**config.mk**
```make
export PLATFORM = sky130hd
export DESIGN_NAME = xbar_sequencer
export DESIGN_NICKNAME = d
export VERILOG_FILES = /design/src/rtl/xbar_pkg.sv /design/src/rtl/xbar_result_ser.sv /design/src/rtl/xbar_sequencer.sv
export SDC_FILE = /design/constraint.sdc
export NUM_CORES = 1
export LEC_CHECK = 0
export ABC_AREA = 1
export CORE_MARGIN = 3
export CORE_UTILIZATION = 50
export CTS_CLUSTER_SIZE = 30
export DETAILED_ROUTE_END_ITERATION = 12
export MAX_ROUTING_LAYER = met4
export PLACE_DENSITY = 0.81
export SLEW_MARGIN = 20
export SYNTH_ARGS = -nofsm -noshare
export SYNTH_HDL_FRONTEND = slang
export SYNTH_SLANG_ARGS = --single-unit
```
**constraint.sdc**
```tcl
create_clock -name clk -period 2.7 [get_ports clk]
set_input_delay 0.81 -clock clk [delete_from_list [all_inputs] [get_ports clk]]
set_output_delay 0.81 -clock clk [all_outputs]
set_load 0.05 [all_outputs]
```
**src/rtl/xbar_pkg.sv**
```systemverilog
// Shared widths and FSM state encoding for the crossbar sequencer.
package xbar_pkg;
    localparam int unsigned ROWS  = 4;
    localparam int unsigned COLS  = 8;
    localparam int unsigned W_W   = 4;
    localparam int unsigned SUM_W = 12;
    localparam int unsigned NW    = ROWS * COLS;
    localparam int unsigned CNT_W = $clog2(NW);
    localparam int unsigned IDX_W = $clog2(COLS);

    typedef enum logic [2:0] {
        StEmpty,
        StLoad,
        StCommit,
        StIdle,
        StCompute,
        StEmit
    } state_e;
endpackage

```
**src/rtl/xbar_result_ser.sv**
```systemverilog
// Result buffer: captures all column sums in one cycle, then streams one column per beat.
// Optional XBAR_SAT_EN clamps each emitted value to 255.
module xbar_result_ser
    import xbar_pkg::*;
(
    input  logic                  clk,
    input  logic                  rst_n,
    input  logic                  cap,
    input  logic [COLS*SUM_W-1:0] sum_in,
    input  logic                  m_ready,
    output logic                  m_valid,
    output logic [SUM_W-1:0]      m_data,
    output logic [IDX_W-1:0]      m_idx,
    output logic                  m_last,
    output logic                  done
);
    logic [SUM_W-1:0] res_q [COLS];
    logic [SUM_W-1:0] res_d [COLS];
    logic [IDX_W-1:0] idx_q, idx_d;
    logic             valid_q, valid_d;
    logic [SUM_W-1:0] cur;
    logic             accept;
    logic             at_last;

    assign accept  = valid_q & m_ready;
    assign at_last = (idx_q == IDX_W'(COLS - 1));
    assign done    = accept & at_last;

    always_comb begin
        res_d   = res_q;
        idx_d   = idx_q;
        valid_d = valid_q;
        if (cap) begin
            for (int j = 0; j < COLS; j++) begin
                res_d[j] = sum_in[j*SUM_W +: SUM_W];
            end
            idx_d   = '0;
            valid_d = 1'b1;
        end else if (accept) begin
            // Index wraps to 0 after the last column, ready for the next capture.
            idx_d = idx_q + 1'b1;
            if (at_last) begin
                valid_d = 1'b0;
            end
        end
    end

    always_ff @(posedge clk or negedge rst_n) begin
        if (!rst_n) begin
            res_q   <= '{default: '0};
            idx_q   <= '0;
            valid_q <= 1'b0;
        end else begin
            res_q   <= res_d;
            idx_q   <= idx_d;
            valid_q <= valid_d;
        end
    end

    assign cur = res_q[idx_q];

`ifdef XBAR_SAT_EN
    assign m_data = (cur > SUM_W'(255)) ? SUM_W'(255) : cur;
`else
    assign m_data = cur;
`endif

    assign m_valid = valid_q;
    assign m_idx   = idx_q;
    assign m_last  = valid_q & at_last;
endmodule

```
**src/rtl/xbar_sequencer.sv**
```systemverilog
// Crossbar sequencer: loads 32 weights into a shadow register, commits them with one write
// strobe, drives one input vector and streams the eight column sums. Macro: XBAR_SAT_EN.
module xbar_sequencer
    import xbar_pkg::*;
#(
    parameter int unsigned SUM_LAT = 1
) (
    input  logic                  clk,
    input  logic                  rst_n,
    input  logic                  w_valid,
    output logic                  w_ready,
    input  logic [W_W-1:0]        w_data,
    input  logic                  x_valid,
    output logic                  x_ready,
    input  logic [ROWS*W_W-1:0]   x_data,
    output logic                  m_valid,
    input  logic                  m_ready,
    output logic [SUM_W-1:0]      m_data,
    output logic [IDX_W-1:0]      m_idx,
    output logic                  m_last,
    output logic                  xb_wren,
    output logic [NW*W_W-1:0]     xb_d,
    output logic [ROWS*W_W-1:0]   xb_r,
    input  logic [COLS*SUM_W-1:0] xb_sum,
    output logic                  busy
);
    localparam logic [CNT_W-1:0] LatLast  = CNT_W'(SUM_LAT - 1);
    localparam logic [CNT_W-1:0] BeatLast = CNT_W'(NW - 1);

    state_e               state_q, state_d;
    logic [CNT_W-1:0]     cnt_q, cnt_d;
    logic [NW*W_W-1:0]    shadow_q, shadow_d;
    logic [ROWS*W_W-1:0]  row_q, row_d;
    logic                 wren_q, wren_d;
    logic                 w_ready_q, w_ready_d;
    logic                 x_open_q, x_open_d;
    logic                 busy_q, busy_d;
    logic                 w_fire, x_fire, cap, ser_done;

    assign w_fire  = w_valid & w_ready_q;
    // A pending weight beat takes priority over an input vector.
    assign x_ready = x_open_q & ~w_valid;
    assign x_fire  = x_valid & x_ready;
    assign cap     = (state_q == StCompute) && (cnt_q == LatLast);

    always_comb begin
        state_d  = state_q;
        cnt_d    = cnt_q;
        shadow_d = shadow_q;
        row_d    = row_q;
        if (w_fire) begin
            shadow_d[{cnt_q, 2'b00} +: W_W] = w_data;
        end
        unique case (state_q)
            StEmpty: begin
                if (w_fire) begin
                    state_d = StLoad;
                    cnt_d   = cnt_q + 1'b1;
                end
            end
            StLoad: begin
                if (w_fire) begin
                    cnt_d = cnt_q + 1'b1;
                    if (cnt_q == BeatLast) begin
                        state_d = StCommit;
                    end
                end
            end
            StCommit: state_d = StIdle;
            StIdle: begin
                if (w_fire) begin
                    state_d = StLoad;
                    cnt_d   = cnt_q + 1'b1;
                end else if (x_fire) begin
                    state_d = StCompute;
                    row_d   = x_data;
                    cnt_d   = '0;
                end
            end
            StCompute: begin
                if (cap) begin
                    state_d = StEmit;
                    cnt_d   = '0;
                end else begin
                    cnt_d = cnt_q + 1'b1;
                end
            end
            StEmit: begin
                if (ser_done) begin
                    state_d = StIdle;
                end
            end
            default: state_d = StEmpty;
        endcase

        wren_d    = (state_d == StCommit);
        w_ready_d = (state_d == StEmpty) || (state_d == StLoad) || (state_d == StIdle);
        x_open_d  = (state_d == StIdle);
        busy_d    = !((state_d == StEmpty) || (state_d == StIdle));
    end

    always_ff @(posedge clk or negedge rst_n) begin
        if (!rst_n) begin
            state_q   <= StEmpty;
            cnt_q     <= '0;
            shadow_q  <= '0;
            row_q     <= '0;
            wren_q    <= 1'b0;
            w_ready_q <= 1'b0;
            x_open_q  <= 1'b0;
            busy_q    <= 1'b0;
        end else begin
            state_q   <= state_d;
            cnt_q     <= cnt_d;
            shadow_q  <= shadow_d;
            row_q     <= row_d;
            wren_q    <= wren_d;
            w_ready_q <= w_ready_d;
            x_open_q  <= x_open_d;
            busy_q    <= busy_d;
        end
    end

    assign w_ready = w_ready_q;
    assign xb_wren = wren_q;
    assign xb_d    = shadow_q;
    assign xb_r    = row_q;
    assign busy    = busy_q;

    xbar_result_ser u_ser (
        .clk     (clk),
        .rst_n   (rst_n),
        .cap     (cap),
        .sum_in  (xb_sum),
        .m_ready (m_ready),
        .m_valid (m_valid),
        .m_data  (m_data),
        .m_idx   (m_idx),
        .m_last  (m_last),
        .done    (ser_done)
    );
endmodule

```
Word level (Yosys, flattened, before mapping)
Cells that the tools add are included.

word-level totals
  bits in read-only memories = 0
  output and inout port bits = 165
  word-level logic and storage cells = 82
  memories kept = 0
  memory bits (writable) = 0
  input port bits = 121
  bits in registers = 256
  bits in latches = 0

cells by class
  multiply operators = 0
  add/sub/neg operators = 3
  equal/unequal tests = 12
  reduce and logical (&&, ||, !) cells = 15
  div/mod/pow operators = 0
  $lt $le $gt $ge = 1
  muxes and demuxes = 22
  shifts and indexed selects = 2
  bitwise gates (word level) = 9

operator list
  kind                       count
  $bwmux W128                1
  $shift A4 B9 Y128 const A  1
  $shiftx A4 B9 Y128         1
  $bmux W12 S3               1
  $mux W3                    9
  $mux W12                   2
  $mux W5                    4
  $pmux W3 S6                1
  $pmux W5 S3                1
  $eq A3 B2 Y1 const B       4
  $eq A3 B3 Y1 const B       3
  $neg A7 Y9                 1
  $and A1 B1 Y1              6
  $eq A3 B1 Y1 const B       2
  $logic_not A3 Y1           2
  $reduce_and A3 Y1          2
  $add A5 B1 Y5 const B      1
  $eq A5 B5 Y1 const B       1
  $logic_not A5 Y1           1
  $ge A4 B4 Y1 const B       1
  $not A3 Y4                 1
  $reduce_bool A2 Y1         2
  $add A3 B1 Y3 const B      1
  $logic_or A1 B1 Y1         3
  9 further kinds            12

Longest topological paths before layout
Gate-level depths: netlist (run 1).

  word-level depth = 9
  mapped depth = 15
  gate-level depth less buffers = 13

Cells and area by module
A second synthesis (run 1) with hierarchy kept.

second synthesis, totals
  cells, all modules = 1417
  area total of the unflattened synthesis = 11843.9 sq um

modules (own cells, without submodules)
  module           times used  cells each  seq. area each (sq um)  area an instance (sq um)
  xbar_sequencer   1           766         3903.7                  6989.2
  xbar_result_ser  1           651         2502.4                  4854.7

Worst setup path before layout (run 1)
Ideal clock, no wire load.

  kind = register to output
  start = reg u_ser.idx_q[1] (netlist: u_ser.m_idx[1])
  end = out m_data[10]
  setup slack = 0.036 ns
  data arrival time = 1.854 ns
  buffers on the path = 2
  cell stages (with the launch flop) = 8
  data required time = 1.890 ns
  cells stage by stage = dfrtp_1 clkbuf_1 inv_2 clkbuf_1 a21oi_1 o21ai_0 nand3_1 o21a_1

between the ends
  longest elaborated chain between the ends = 4

ends and longest elaborated chain
  element                                       RTL line               text
  from (decl)                                   xbar_result_ser.sv:19  logic [IDX_W-1:0] idx_q, idx_d;
  from (signal assigned)                        xbar_result_ser.sv:55  idx_q <= idx_d;
  $not A3 Y4 (implied by the code)              xbar_result_ser.sv:60  assign cur = res_q[idx_q];
  $bmux W12 S3                                  xbar_result_ser.sv:60
  $mux W12 (implied by the code) (2 in series)  xbar_result_ser.sv:60
  to (decl)                                     xbar_sequencer.sv:18   output logic [SUM_W-1:0] m_data,

Every way passes these cells. The select of a mux whose other input is x is not followed.

Final worst setup path (run 1)
  start = reg u_ser.idx_q[0] (netlist: u_ser.m_idx[0])
  end = out m_data[2]

The elaborated chain is that of the path after synthesis.

==> results of run 1 <==
-- logic make-up (layout without fill, tap and decap cells) --
family / Yosys count / after routing / share of synthesized area (%)
adders and majority gates: 9 / 9 / 0.965
DFF: 256 / 256 / 54.9
muxes: 16 / 16 / 1.54
buffers and inverters: 168 / 485 / 6.28
other: 0 / 4 / 0
xor gates and xnor gates: 2 / 2 / 0.150
and+or+nand+nor: 740 / 740 / 26.8
AOI/OAI and AO/OA: 213 / 213 / 9.41
-- per-stage QoR --
stage / worst slack [ns] / cell area (µm²)
after global routing: -0.122 / 16400
final: -0.0577 / 16400
after detailed placement: 0.0694 / 15100
after CTS: -0.0764 / 16400
after global placement: 0.142 / 15100
after floorplan: 0.0361 / 11700
-- placed cells by master (no fill, tap or decap), types with 12 or more instances in the layout --
cell             synthesis  final
nand2_1                536    531
clkdlybuf4s50_1          0    266
dfrtp_1                256    253
inv_1                   97     95
o21ai_0                118     86
nand3_1                 76     74
nor2_1                  72     72
o21ai_1                 27     50
a21oi_1                 54     38
clkbuf_16                0     30
buf_12                   0     28
buf_4                    3     24
nand2_2                 17     22
mux2_2                  16     16
a21oi_2                  0     15
o21a_1                  12     12
nor2_2                  12     12
-- layer usage --
metal  vias to the layer above  part of all wire [%]
met5                         -                     0
met4                         0                   3.4
met3                        85                   8.5
met2                       512                    47
met1                      5200                    41
li1                       5050                     -
-- report_power, final --
| part | switching (mW) | internal, mW | total [mW] |
|---|---|---|---|
| registers | 0.549 | 4.82 | 5.37 |
| clock network | 1.65 | 2.64 | 4.29 |
| logic | 5.53 | 3.03 | 8.56 |
| total | 7.72 | 10.5 | 18.2 |
-- worst paths after layout --
path	endpoint	slack (ns)	cells past startpoint	startpoint
setup / recovery	m_data[2]	-0.06	6	u_ser.m_idx[0]$_DFFE_PN0P_
hold / removal	xb_d[104]$_DFFE_PN0P_	0.21	1	rst_n
setup reg to reg	xb_d[66]$_DFFE_PN0P_	0.23	13	cnt_q[0]$_DFFE_PN0P_
hold reg to reg	xb_d[127]$_DFFE_PN0P_	0.48	2	xb_d[127]$_DFFE_PN0P_
max in group asynchronous	u_ser.m_idx[2]$_DFFE_PN0P_	1.72	2	rst_n
min in group clk	xb_d[127]$_DFFE_PN0P_	0.48	2	xb_d[127]$_DFFE_PN0P_
-- worst max-delay path, cell delays in order, from the launching register on --
cell and delay [ns]:
dfrtp_2 0.43, buf_4 0.24, a21oi_1 0.10, o21ai_1 0.15, nand2_2 0.11, o21a_1 0.21
buf_12 0.15
-- registers in the layout (all words and copies together) (netlist names) --
register and count:
xb_d 128, xb_wren 1, u_ser.m_idx 3, u_ser.res_q 96, busy 1, w_ready 1
u_ser.m_valid 1, cnt_q 5, x_open_q 1, xb_r 16, state_q 3
-- cell type report --
class | instances | area [µm²] | area share, %
clock buffer | 33 | 781 | 4.75
multi-input combinational | 980 | 4670 | 28.4
inverter | 112 | 442 | 2.69
antenna | 4 | 10.0 | 0.0609
tap | 313 | 392 | 2.38
clock inverter | 18 | 254 | 1.55
timing repair buffer | 322 | 3470 | 21.1
sequential | 256 | 6410 | 39.0
-- timing repair --
item | CTS | global route
buffers inserted | 3 | 0
endpoints found under the setup margin | 13 | 18
endpoints found under the hold margin | 0 | 0
cloned | 2 | 1
pin swaps | 9 | 5
gates resized for setup | 57 | 27
==> out/metrics.yaml, run 1 <==
status: "finished with violations"
violations: "negative setup slack"
avgViaCountPerCell: 5.32
rsz0062_at_grt: "yes"
fin_crit_sh_pct: 102
synthTopCellsByArea: "dfrtp_1 55%, nand2_1 17%, o21ai_0 5.1%, nand3_1 3.3%, inv_1 3.1%"
syn_nets: 1534
grt_pass1_vias: 10800
fin_crit_ns: 2.76
grt_max_degree: 73
nets: 1830
yosys.cell_types.count: 35
grt.met2_usage_pct: 43.5
finalSetupViolCount: 8
required_ns: 1.89
power.total_mw: 18.2
grt_busiest_layer: "met2"
dp.final_hpwl_um: 24600
finClkSkew_ns: 0.0141
synth.avg_cell_area_um2: 8.31
p_per_area_mw_per_mm2: 1110
die_w_um: 159
start_kind: "register"
drt_iter0_markers: 1070
critPathMaxFanout: 14
ys_warn_count: 0
cts_made_buffers: 28
worstMarginPinSlew_ns: 0.828
die_h_um: 159
core-area_mm2: 0.0228
clkSinkCount: 256
maxSlewViolCount: 0
routabilityCongestion: 0.896
fp-row-count: 55
instances_no_fill: 2038
crit_type: "register to output port"
wirelength_um: 35600
synth_enable_flop_cells: 0
fin_util_pct: 72.1
endpoint_kind: "output port"
layout-drive-gt1-share_pct: 12.9
pin_count: 286
grt_use_total_pct: 28.7
synth_seq_area_share_pct: 54.9
cap_violations: 0
hold_viol: 0
grt_antenna_before_repair: 4
synthesis.area_mm2: 0.0117
synth_top_area_share_pct: 54.9
synth_common_cells: "536 x nand2_1, 256 x dfrtp_1, 118 x o21ai_0"
dr.pass1.iters: 6
tritoncts: "yes"
setup_ws_ns: -0.0577
async_flop_share_pct: 100
num-fill-cells: 1674
fin_hold_ws_ns: 0.212
synth_ff_type: "dfrtp_1"
initial_core_util_pct: 51.2
place_inst: 1979
grt_pass1_wl_um: 57900
ant_nets: 0
slew_headroom_pct: 44.6
synth.most_common_cell: "nand2_1"
hold_path.class: "input port to async pin"
die-area_mm2: 0.0252
synth_top_cell_by_area: "dfrtp_1"
overflow: 0
clockRootBuffer: "clkbuf_16"
drc: 0
io_buffers: 285
area_delta_synth_final_pct: 40.7
critical_path_arrival_ns: 1.95
grtUsageMet3_pct: 5.19
wl_per_cell_um: 17.5
syn_inst: 1404
clockBufferDepth: 3
htreeDepth: 1
power.leakage_nw: 7.79
vias: 10800
cts_hold_buf: 0
clk_latency_ns: 0.54
clk_transition_reported_paths_ns: 0.06
fin_setup_tns_ns: -0.304
ys_ff_latch: 256
ir_worst_vdd_mv: 0.763
use_met1_pct: 39.5
clock.fmax_mhz: 363
(Power assumes the default switching activity.)
==> run 2, diff against run 1 <==
--- a/config.mk
+++ b/config.mk
@@ -8,7 +8,7 @@
 export ABC_AREA = 1
 export CORE_MARGIN = 3
 export CORE_UTILIZATION = 50
-export CTS_CLUSTER_SIZE = 30
+export CTS_CLUSTER_SIZE = 8
 export DETAILED_ROUTE_END_ITERATION = 12
 export MAX_ROUTING_LAYER = met4
 export PLACE_DENSITY = 0.81
==> run 2 against run 1 <==
- the run now ends clean
- worst setup slack improved by 0.062 ns
- die area did not move
- hold slack improved by 0.043 ns
- sequential share of layout area rose by 0.27 points
- flip-flop and latch count did not move
- wire length fell by 0.67%
- clock power fell by 4.7%
- clock skew rose by 0.0053 ns
- sequential power barely moved
- combinational power fell by 1%
- register-to-register slack improved by 0.02 ns
- critical path type unchanged
- critical endpoint is now m_data[7]
- largest power group unchanged
==> out/metrics.yaml, run 2 (same netlist as run 1, synthesis figures left out) <==
overflow: 0
nets: 1842
wirelength_um: 35400
endpoint_kind: "output port"
clkSinkCount: 256
vias: 10700
grt_pass1_wl_um: 57200
cap_violations: 0
hold_path.class: "input port to async pin"
rsz0062_at_grt: "yes"
ir_worst_vdd_mv: 0.571
avgViaCountPerCell: 5.30
grt_antenna_before_repair: 3
status: "complete, no violations"
required_ns: 1.89
clk_latency_ns: 0.51
fin_setup_tns_ns: 0
clockBufferDepth: 3
area_delta_synth_final_pct: 39.7
grt_pass1_vias: 10900
grt_use_total_pct: 28.5
drc: 0
power.leakage_nw: 7.76
die_h_um: 159
layout-drive-gt1-share_pct: 11.6
initial_core_util_pct: 51.2
layout_common_cells: "533 x nand2_1, 267 x clkdlybuf4s50_1, 253 x dfrtp_1"
routabilityCongestion: 0.896
final_area_mm2: 0.0163
postPlaceCellArea_mm2: 0.0151
fp-row-count: 55
crit_type: "register to output port"
grt_max_degree: 73
critical_path_arrival_ns: 1.89
worstMarginPinSlew_ns: 0.833
p_sw_share_pct: 42.1
tritoncts: "yes"
dp.final_hpwl_um: 24600
cts_made_buffers: 37
internal-power_mw: 10.4
core-area_mm2: 0.0228
p_per_area_mw_per_mm2: 1100
dr.pass1.iters: 6
finClkSkew_ns: 0.0194
setup_ws_ns: 0.00478
slew_headroom_pct: 44.2
power_frac_seq_pct: 30.0
drt_iter0_markers: 1002
dp_slack_ns: 0.0694
largest_reg_flops: 128
fin_crit_ns: 2.70
fin_util_pct: 71.6
clk_transition_reported_paths_ns: 0.05
clockRootBuffer: "clkbuf_16"
pin_count: 286
share_comb_of_total_power_pct: 47.2
finalSetupViolCount: 0
clock.fmax_mhz: 371
critPathMaxFanout: 13
final_common_cell: "nand2_1"
wl_per_cell_um: 17.4
start_kind: "register"
p_clk_share_pct: 22.8
fin_crit_sh_pct: 99.8
ant_nets: 0
hold_viol: 0
htreeDepth: 2
switchingPower_mw: 7.53
die-area_mm2: 0.0252
io_buffers: 285
die_w_um: 159
maxSlewViolCount: 0
-- run 2: cell count changes in the layout (fill, tap and decap cells not counted), sizes merged --
cell | before | now
diode | 4 | 3
dlymetal6s2s | 1 | 0
clkbuf | 34 | 40
clkdlybuf4s50 | 266 | 267
buf | 54 | 57
inv | 111 | 109
clkinv | 12 | 4
bufinv | 6 | 0
clkinvlp | 1 | 0
-- run 2: area by class of cell --
class                   instances  area (µm²)
clock inverters                 1        8.76
fillers                      1685        6460
inverters                     112         437
multi-input cells             980        4600
clock buffers                  39         976
flip-flops and latches        256        6410
repair buffers                325        3490
diodes                          3        7.51
well taps                     313         392
-- run 2: repair_timing --
action                     CTS  global route
setup buffers                2             4
hold buffers                 0             0
pin swaps                    2             5
gates cloned                 1             1
resized for setup           28            26
setup endpoints to repair   13            14
-- run 2: power by group through the flow --
stage / logic (mW) / clock network [mW] / registers (mW)
final: 8.44 / 4.09 / 5.36
after global routing: 9.10 / 4.32 / 5.47
after detailed placement: 7.98 / 0 / 5.37
after CTS: 8.24 / 4.14 / 5.34
after floorplan: 4.41 / 0 / 5.99
after global placement: 7.83 / 0 / 5.33
-- run 2: critical path, cell delays in order, from the launching register on --
cell and delay, ns:
dfrtp_2 0.44, inv_4 0.12, buf_12 0.15, a21oi_1 0.07
o21ai_1 0.09, nand2_1 0.13, o21a_1 0.22, buf_12 0.15
-- run 2: per-stage QoR --
stage / cells / hold WS, ns / power [mW]
floorplan: 1404 / 0.444 / 10.4
global placement: 1979 / 0.457 / 13.2
detailed placement: 1979 / 0.460 / 13.4
CTS: 2022 / 0.251 / 17.7
global route: 2029 / 0.273 / 18.9
finish: 2029 / 0.255 / 17.9
-- run 2: worst paths after layout --
| path | to | cells after the start | slack, ns | start |
|---|---|---|---|---|
| worst max-delay path | m_data[7] | 7 | 0.005 | u_ser.m_idx[0]$_DFFE_PN0P_ |
| worst min-delay path | xb_d[65]$_DFFE_PN0P_ | 1 | 0.26 | rst_n |
| worst max register to register | xb_d[6]$_DFFE_PN0P_ | 15 | 0.25 | cnt_q[0]$_DFFE_PN0P_ |
| worst min register to register | u_ser.res_q[43]$_DFFE_PN0P_ | 2 | 0.47 | u_ser.res_q[43]$_DFFE_PN0P_ |
| max in group asynchronous | u_ser.m_idx[2]$_DFFE_PN0P_ | 2 | 1.68 | rst_n |
| min in group clk | u_ser.res_q[43]$_DFFE_PN0P_ | 2 | 0.47 | u_ser.res_q[43]$_DFFE_PN0P_ |
-- run 2: routing by layer --
layer / up-vias / global-route usage (%) / wire [µm]
met5: - / - / 0
met4: 0 / 9.99 / 1140
met3: 86 / 5.84 / 2690
met2: 495 / 43.5 / 16700
met1: 5133 / 38.4 / 14900
li1: 5035 / - / -
==> run 3, diff against run 2 <==
--- a/config.mk
+++ b/config.mk
@@ -15,4 +15,5 @@
 export SLEW_MARGIN = 20
 export SYNTH_ARGS = -nofsm -noshare
 export SYNTH_HDL_FRONTEND = slang
+export SYNTH_HIERARCHICAL = 1
 export SYNTH_SLANG_ARGS = --single-unit
==> run 3 against run 2 <==
- critical path depth is 1 higher
- die area is 1.4% higher
- synthesized cell count is 0.93% higher
- largest cell class unchanged
==> out/metrics.yaml, run 3 <==
status: "complete, no violations"
async_flop_share_pct: 100
layout_common_cells: "593 x nand2_1, 267 x clkdlybuf4s50_1, 254 x dfrtp_1"
grt_antenna_before_repair: 0
synth_top_cell_by_area: "dfrtp_1"
synth_ff_type: "dfrtp_1"
p_per_area_mw_per_mm2: 1040
clockBufferDepth: 3
grt_pass1_vias: 10500
dp.final_hpwl_um: 24400
wirelength_um: 34200
slew_headroom_pct: 59.5
dr.pass1.iters: 7
fin_crit_ns: 2.69
die_h_um: 160
finalSetupViolCount: 0
required_ns: 1.89
nets: 1848
hold_viol: 0
crit_type: "register to output port"
ant_nets: 0
layout-drive-gt1-share_pct: 10.7
final_common_cell: "nand2_1"
drc: 0
io_buffers: 285
finClkSkew_ns: 0.0290
critical_path_arrival_ns: 1.88
endpoint_kind: "output port"
n_antenna_cell: 0
rsz0062_at_grt: "yes"
synth.avg_cell_area_um2: 8.36
clock.fmax_mhz: 372
power.leakage_nw: 7.89
fin_crit_sh_pct: 99.7
tritoncts: "yes"
critPathMaxFanout: 12
grt_use_total_pct: 26.8
ys_warn_count: 6
start_kind: "register"
grt_pass1_wl_um: 54300
syn_inst: 1417
avgViaCountPerCell: 5.28
synthesis.area_mm2: 0.0118
drt_iter0_markers: 766
r2r_cells: 12
grt_max_degree: 77
synth_enable_flop_cells: 0
synthTopCellsByArea: "dfrtp_1 54%, nand2_1 19%, o21ai_0 5.6%, inv_1 4.2%, nand3_1 3.4%"
clockRootBuffer: "clkbuf_16"
clk_transition_reported_paths_ns: 0.05
wl_per_cell_um: 16.8
ir_worst_vdd_mv: 0.951
hold_path.class: "input port to async pin"
synth_top_area_share_pct: 54.1
synth_seq_area_share_pct: 54.1
fp-row-count: 55
area_delta_synth_final_pct: 37.7
die_w_um: 160
clk_latency_ns: 0.52
routabilityCongestion: 0.881
largest_reg_flops: 128
die-area_mm2: 0.0256
vias: 10700
initial_core_util_pct: 51.5
clkSinkCount: 256
pin_count: 286
syn_nets: 1547
cts_hold_buf: 0
overflow: 0
cts_made_buffers: 37
dp_slack_ns: 0.101
synth_common_cells: "594 x nand2_1, 256 x dfrtp_1, 132 x o21ai_0"
setup_ws_ns: 0.00844
worstMarginPinSlew_ns: 0.606
power.total_mw: 17.0
core-area_mm2: 0.0230
cap_violations: 0
ys_ff_latch: 256
htreeDepth: 2
synth.most_common_cell: "nand2_1"
yosys.cell_types.count: 33
maxSlewViolCount: 0
[run 3: changes by cell type after synthesis, sizes merged, moves of 12 or more]
cell,previous run,this run
a21oi,54,1
nand2,556,607
inv,110,148
nor2,91,65
nand4,3,23
nand3,83,96
o21a,12,0
[run 3: what timing repair did]
item / CTS / global route
setup buffers: 0 / 1
resized for setup: 9 / 17
endpoints found under the setup margin: 12 / 15
cloned: 0 / 3
[run 3: final timing paths]
path / startpoint / end / slack [ns]
worst max-delay path: u_ser/m_idx[0]$_DFFE_PN0P_ / m_data[5] / 0.008
worst min-delay path: rst_n / xb_d[57]$_DFFE_PN0P_ / 0.23
worst max register to register: cnt_q[0]$_DFFE_PN0P_ / xb_d[94]$_DFFE_PN0P_ / 0.24
worst min register to register: xb_d[0]$_DFFE_PN0P_ / xb_d[0]$_DFFE_PN0P_ / 0.47
max in group asynchronous: rst_n / xb_d[48]$_DFFE_PN0P_ / 1.61
min in group clk: xb_d[0]$_DFFE_PN0P_ / xb_d[0]$_DFFE_PN0P_ / 0.47
[run 3: cell families (layout without fill, tap and decap cells)]
family                     count (synthesis)  count (layout)  synth area share (%)
AOI/OAI and AO/OA                        138             138                  5.85
xor gates and xnor gates                   1               1                0.0740
adders and majority gates                  9               9                 0.951
buffers and inverters                    202             504                  7.66
DFF                                      256             256                  54.1
muxes                                     16              16                  1.52
and+or+nand+nor                          795             795                  29.9
[run 3: stage by stage]
| stage | hold slack, ns | setup TNS [ns] | instances | cell area, µm² | util (%) |
|---|---|---|---|---|---|
| after floorplan | 0.491 | 0 | 1417 | 11800 | - |
| after global placement | 0.461 | 0 | 1988 | 15200 | 66.0 |
| after detailed placement | 0.466 | 0 | 1988 | 15200 | 66.0 |
| after CTS | 0.228 | -0.0363 | 2028 | 16200 | 70.4 |
| after global routing | 0.256 | -0.142 | 2032 | 16300 | 71.0 |
| final | 0.225 | 0 | 2032 | 16300 | 71.0 |
[run 3: critical path: stages, from the launching register on]
cell and delay [ns]:
dfrtp_2 0.47, inv_6 0.13, buf_12 0.15, nand2_1 0.07
nand3_1 0.14, nand2_1 0.07, nand2_1 0.06, nand2_1 0.12
buf_12 0.17
[run 3: final cells by class]
| cell class | instances | area, µm² |
|---|---|---|
| Clock buffer | 37 | 926 |
| Clock inverter | 3 | 41.3 |
| Fill cell | 1761 | 6670 |
| Inverter | 148 | 578 |
| Multi-Input combinational cell | 959 | 4550 |
| Sequential cell | 256 | 6410 |
| Tap cell | 313 | 392 |
| Timing Repair Buffer | 316 | 3420 |
[run 3: routing by layer]
layer  wire, µm  global-route usage [%]  vias up
li1           -                       -     5017
met1      13400                    33.7     5085
met2      16900                    43.7      545
met3       2780                    4.90       78
met4       1150                    9.86        0
met5          0                       -        -
[run 3: where the power goes]
part / total, mW / leakage, nW / switching [mW] / internal, mW
Combinational: 8.12 / 4.41 / 5.42 / 2.70
Clock: 4.00 / 0.474 / 1.58 / 2.42
Sequential: 4.90 / 3.01 / 0.470 / 4.43
Total: 17.0 / 7.89 / 7.47 / 9.54
==> RTL change, RTL diff (flow settings as in run 1) <==
Reset style: synchronous (`rst_n`), changed in 2 clocked blocks.
--- a/src/rtl/xbar_result_ser.sv
+++ b/src/rtl/xbar_result_ser.sv
@@ -45,7 +45,7 @@
         end
     end
 
-    always_ff @(posedge clk or negedge rst_n) begin
+    always_ff @(posedge clk) begin
         if (!rst_n) begin
             res_q   <= '{default: '0};
             idx_q   <= '0;
--- a/src/rtl/xbar_sequencer.sv
+++ b/src/rtl/xbar_sequencer.sv
@@ -99,7 +99,7 @@
         busy_d    = !((state_d == StEmpty) || (state_d == StIdle));
     end
 
-    always_ff @(posedge clk or negedge rst_n) begin
+    always_ff @(posedge clk) begin
         if (!rst_n) begin
             state_q   <= StEmpty;
             cnt_q     <= '0;
Check against the original RTL: differs if rst_n is asserted again (counterexample within 4 cycles, from zero or initial values and one cycle with rst_n low); with rst_n held inactive, the same outputs for 4 cycles.
==> RTL change against run 1 <==
- the run still ends with negative setup slack left
- first-iteration DRC count decreased by 20%
- sequential cell count unchanged
- area after synthesis decreased by 5.4%
- routed wire length increased by 2.2%
- clock skew decreased by 0.0022 ns
- worst setup slack improved by 0.029 ns
- design area decreased by 4.9%
Power is not compared: it rests on default switching activity, and its combinational part moved more than twofold at a synthesized area within 25%.
==> RTL change: results (changes against run 1) <==
stage,metric,value,unit,change
placed_design,place_hpwl,25450,microns,"was 24,550 microns"
worst_setup_path,critPathMaxStageDelay,0.35,ns,was 0.43 ns
status,outcome,"finished, violations left",,unchanged
synthesis,synth.top_cells.by_count,"nand2_1, dfxtp_1, nor2_1",,"was nand2_1, dfrtp_1, o21ai_0"
placed_design,placed_area,14530,sq um,"was 15,140 sq um"
global_routing,track_usage,0.2924,,was 0.2869
synthesis,synth_nets,1697,,"was 1,534"
worst_setup_path,critical_path.max_fanout,12,,was 14
placed_design,place.gp.congestion,0.9545,,was 0.8958
route,first_iter_violations,856,,"was 1,070"
global_routing,antenna_found_initial,0,,was 4
synthesis,seq_area_frac_synth,0.4642,,was 0.5488
route,wl_met1,14510,microns,"was 14,740 microns"
synthesis,synth-async-reset-ratio,0,,was 1.000
global_routing,grt_pass1_wl,56020,microns,"was 57,940 microns"
synthesis,syn-mean-instance-area,7.046,sq um,was 8.315 sq um
global_routing,grt_max_degree,60,,was 73
worst_setup_path,cp_num_buf_inv,3,,was 2
route,wl_per_cell,17.05,microns,was 17.47 microns
route,num_vias,11590,,"was 10,850"
cells_and_area,instances_no_fill,2133,,"was 2,038"
sta,setup_ws,-0.02906,ns,was -0.05765 ns
synthesis,ys_top_cells_by_area,"dfxtp_1, a21oi_1, nand2_1, nor2_1, o21ai_0",,"was dfrtp_1, nand2_1, o21ai_0, nand3_1, inv_1"
worst_setup_path,r2r_cells,14,,was 13
status,violations,negative setup slack,,unchanged
worst_setup_path,r2r_slack,0.28,ns,was 0.23 ns
global_routing,grt_pass1_vias,11030,,"was 10,830"
sta,setup_tns,-0.05605,ns,was -0.3045 ns
route,wl_met3,3182,microns,was 3042 microns
cts,cts_buffers,29,,was 28
sta,setup_viol,4,,was 8
route,wl_met2,17500,microns,"was 16,620 microns"
hold_path,hold_path_class,register to register,,was input port to async pin
sta,worst_pin_slew,0.6318,ns,was 0.8280 ns
## RTL change: cell types whose count changed after synthesis, sizes merged, moves of 37 or more
cell	before	now
nor2	91	238
nand3	83	136
a21oi	54	217
nand2	556	281
dfxtp	0	256
clkbuf	25	62
inv	110	148
dfrtp	256	0
## RTL change: power groups by stage
stage               combinational, mW  sequential [mW]  clock (mW)
global route                    0.925             3.82        4.09
floorplan                       0.449             3.94           0
CTS                             0.845             3.82        3.94
finish                          0.861             3.82        3.89
global placement                0.828             3.90           0
detailed placement              0.836             3.90           0
## RTL change: how the worst max path moves through the flow
stage,from,endpoint,slack [ns],cells past startpoint
after floorplan,u_ser.m_idx[2],m_data[10],0.08,3
after global placement,w_valid,xb_d[11],0.11,8
after detailed placement,w_valid,xb_d[11],0.02,8
final,u_ser.m_idx[0],m_data[6],-0.03,8
after global routing,u_ser.m_idx[0],m_data[1],-0.09,8
after CTS,u_ser.m_idx[0],m_data[10],-0.02,8
## RTL change: routing by layer
metal / GRT usage / vias to the layer above
met4: 0.1026 / 0
li1: - / 5638
met1: 0.3595 / 5271
met3: 0.04868 / 94
met5: - / -
met2: 0.4886 / 587
## RTL change: through the flow
stage / setup slack, ns / power [mW]
2_1_floorplan: 0.07503 / 4.392
3_3_place_gp: 0.1085 / 4.731
3_5_place_dp: 0.01724 / 4.740
4_1_cts: -0.01729 / 8.606
5_1_grt: -0.09072 / 8.838
6_report: -0.02906 / 8.571
## RTL change: worst register-to-register path, delay by kind of cell, from the launching register on
kind,cells,cell delay (ns)
buffers and inverters,3,0.28
adders and majority gates,2,0.62
DFF,1,0.39
and+or+nand+nor,9,1.03
## RTL change: kinds of logic after synthesis
logic type	synth area share
flip-flops	0.4642
XOR/XNOR	0.0007934
AO/OA/AOI/OAI	0.1787
AND/OR/NAND/NOR	0.2584
adder cells (fa/ha/maj)	0.01020
buffers and inverters	0.08771
## RTL change: cell type report
| class | count | share of cell area |
|---|---|---|
| well taps | 275 | 0.02202 |
| multi-input cells | 1072 | 0.3331 |
| flip-flops and latches | 256 | 0.3282 |
| repair buffers | 330 | 0.2191 |
| clock inverters | 5 | 0.004964 |
| inverters | 151 | 0.03675 |
| clock buffers | 44 | 0.05580 |
## RTL change: timing repair
item	in CTS	in global routing
cloned	0	2
setup buffers	3	0
endpoints found under the setup margin	13	34
pin swaps	0	2
resized for setup	14	27
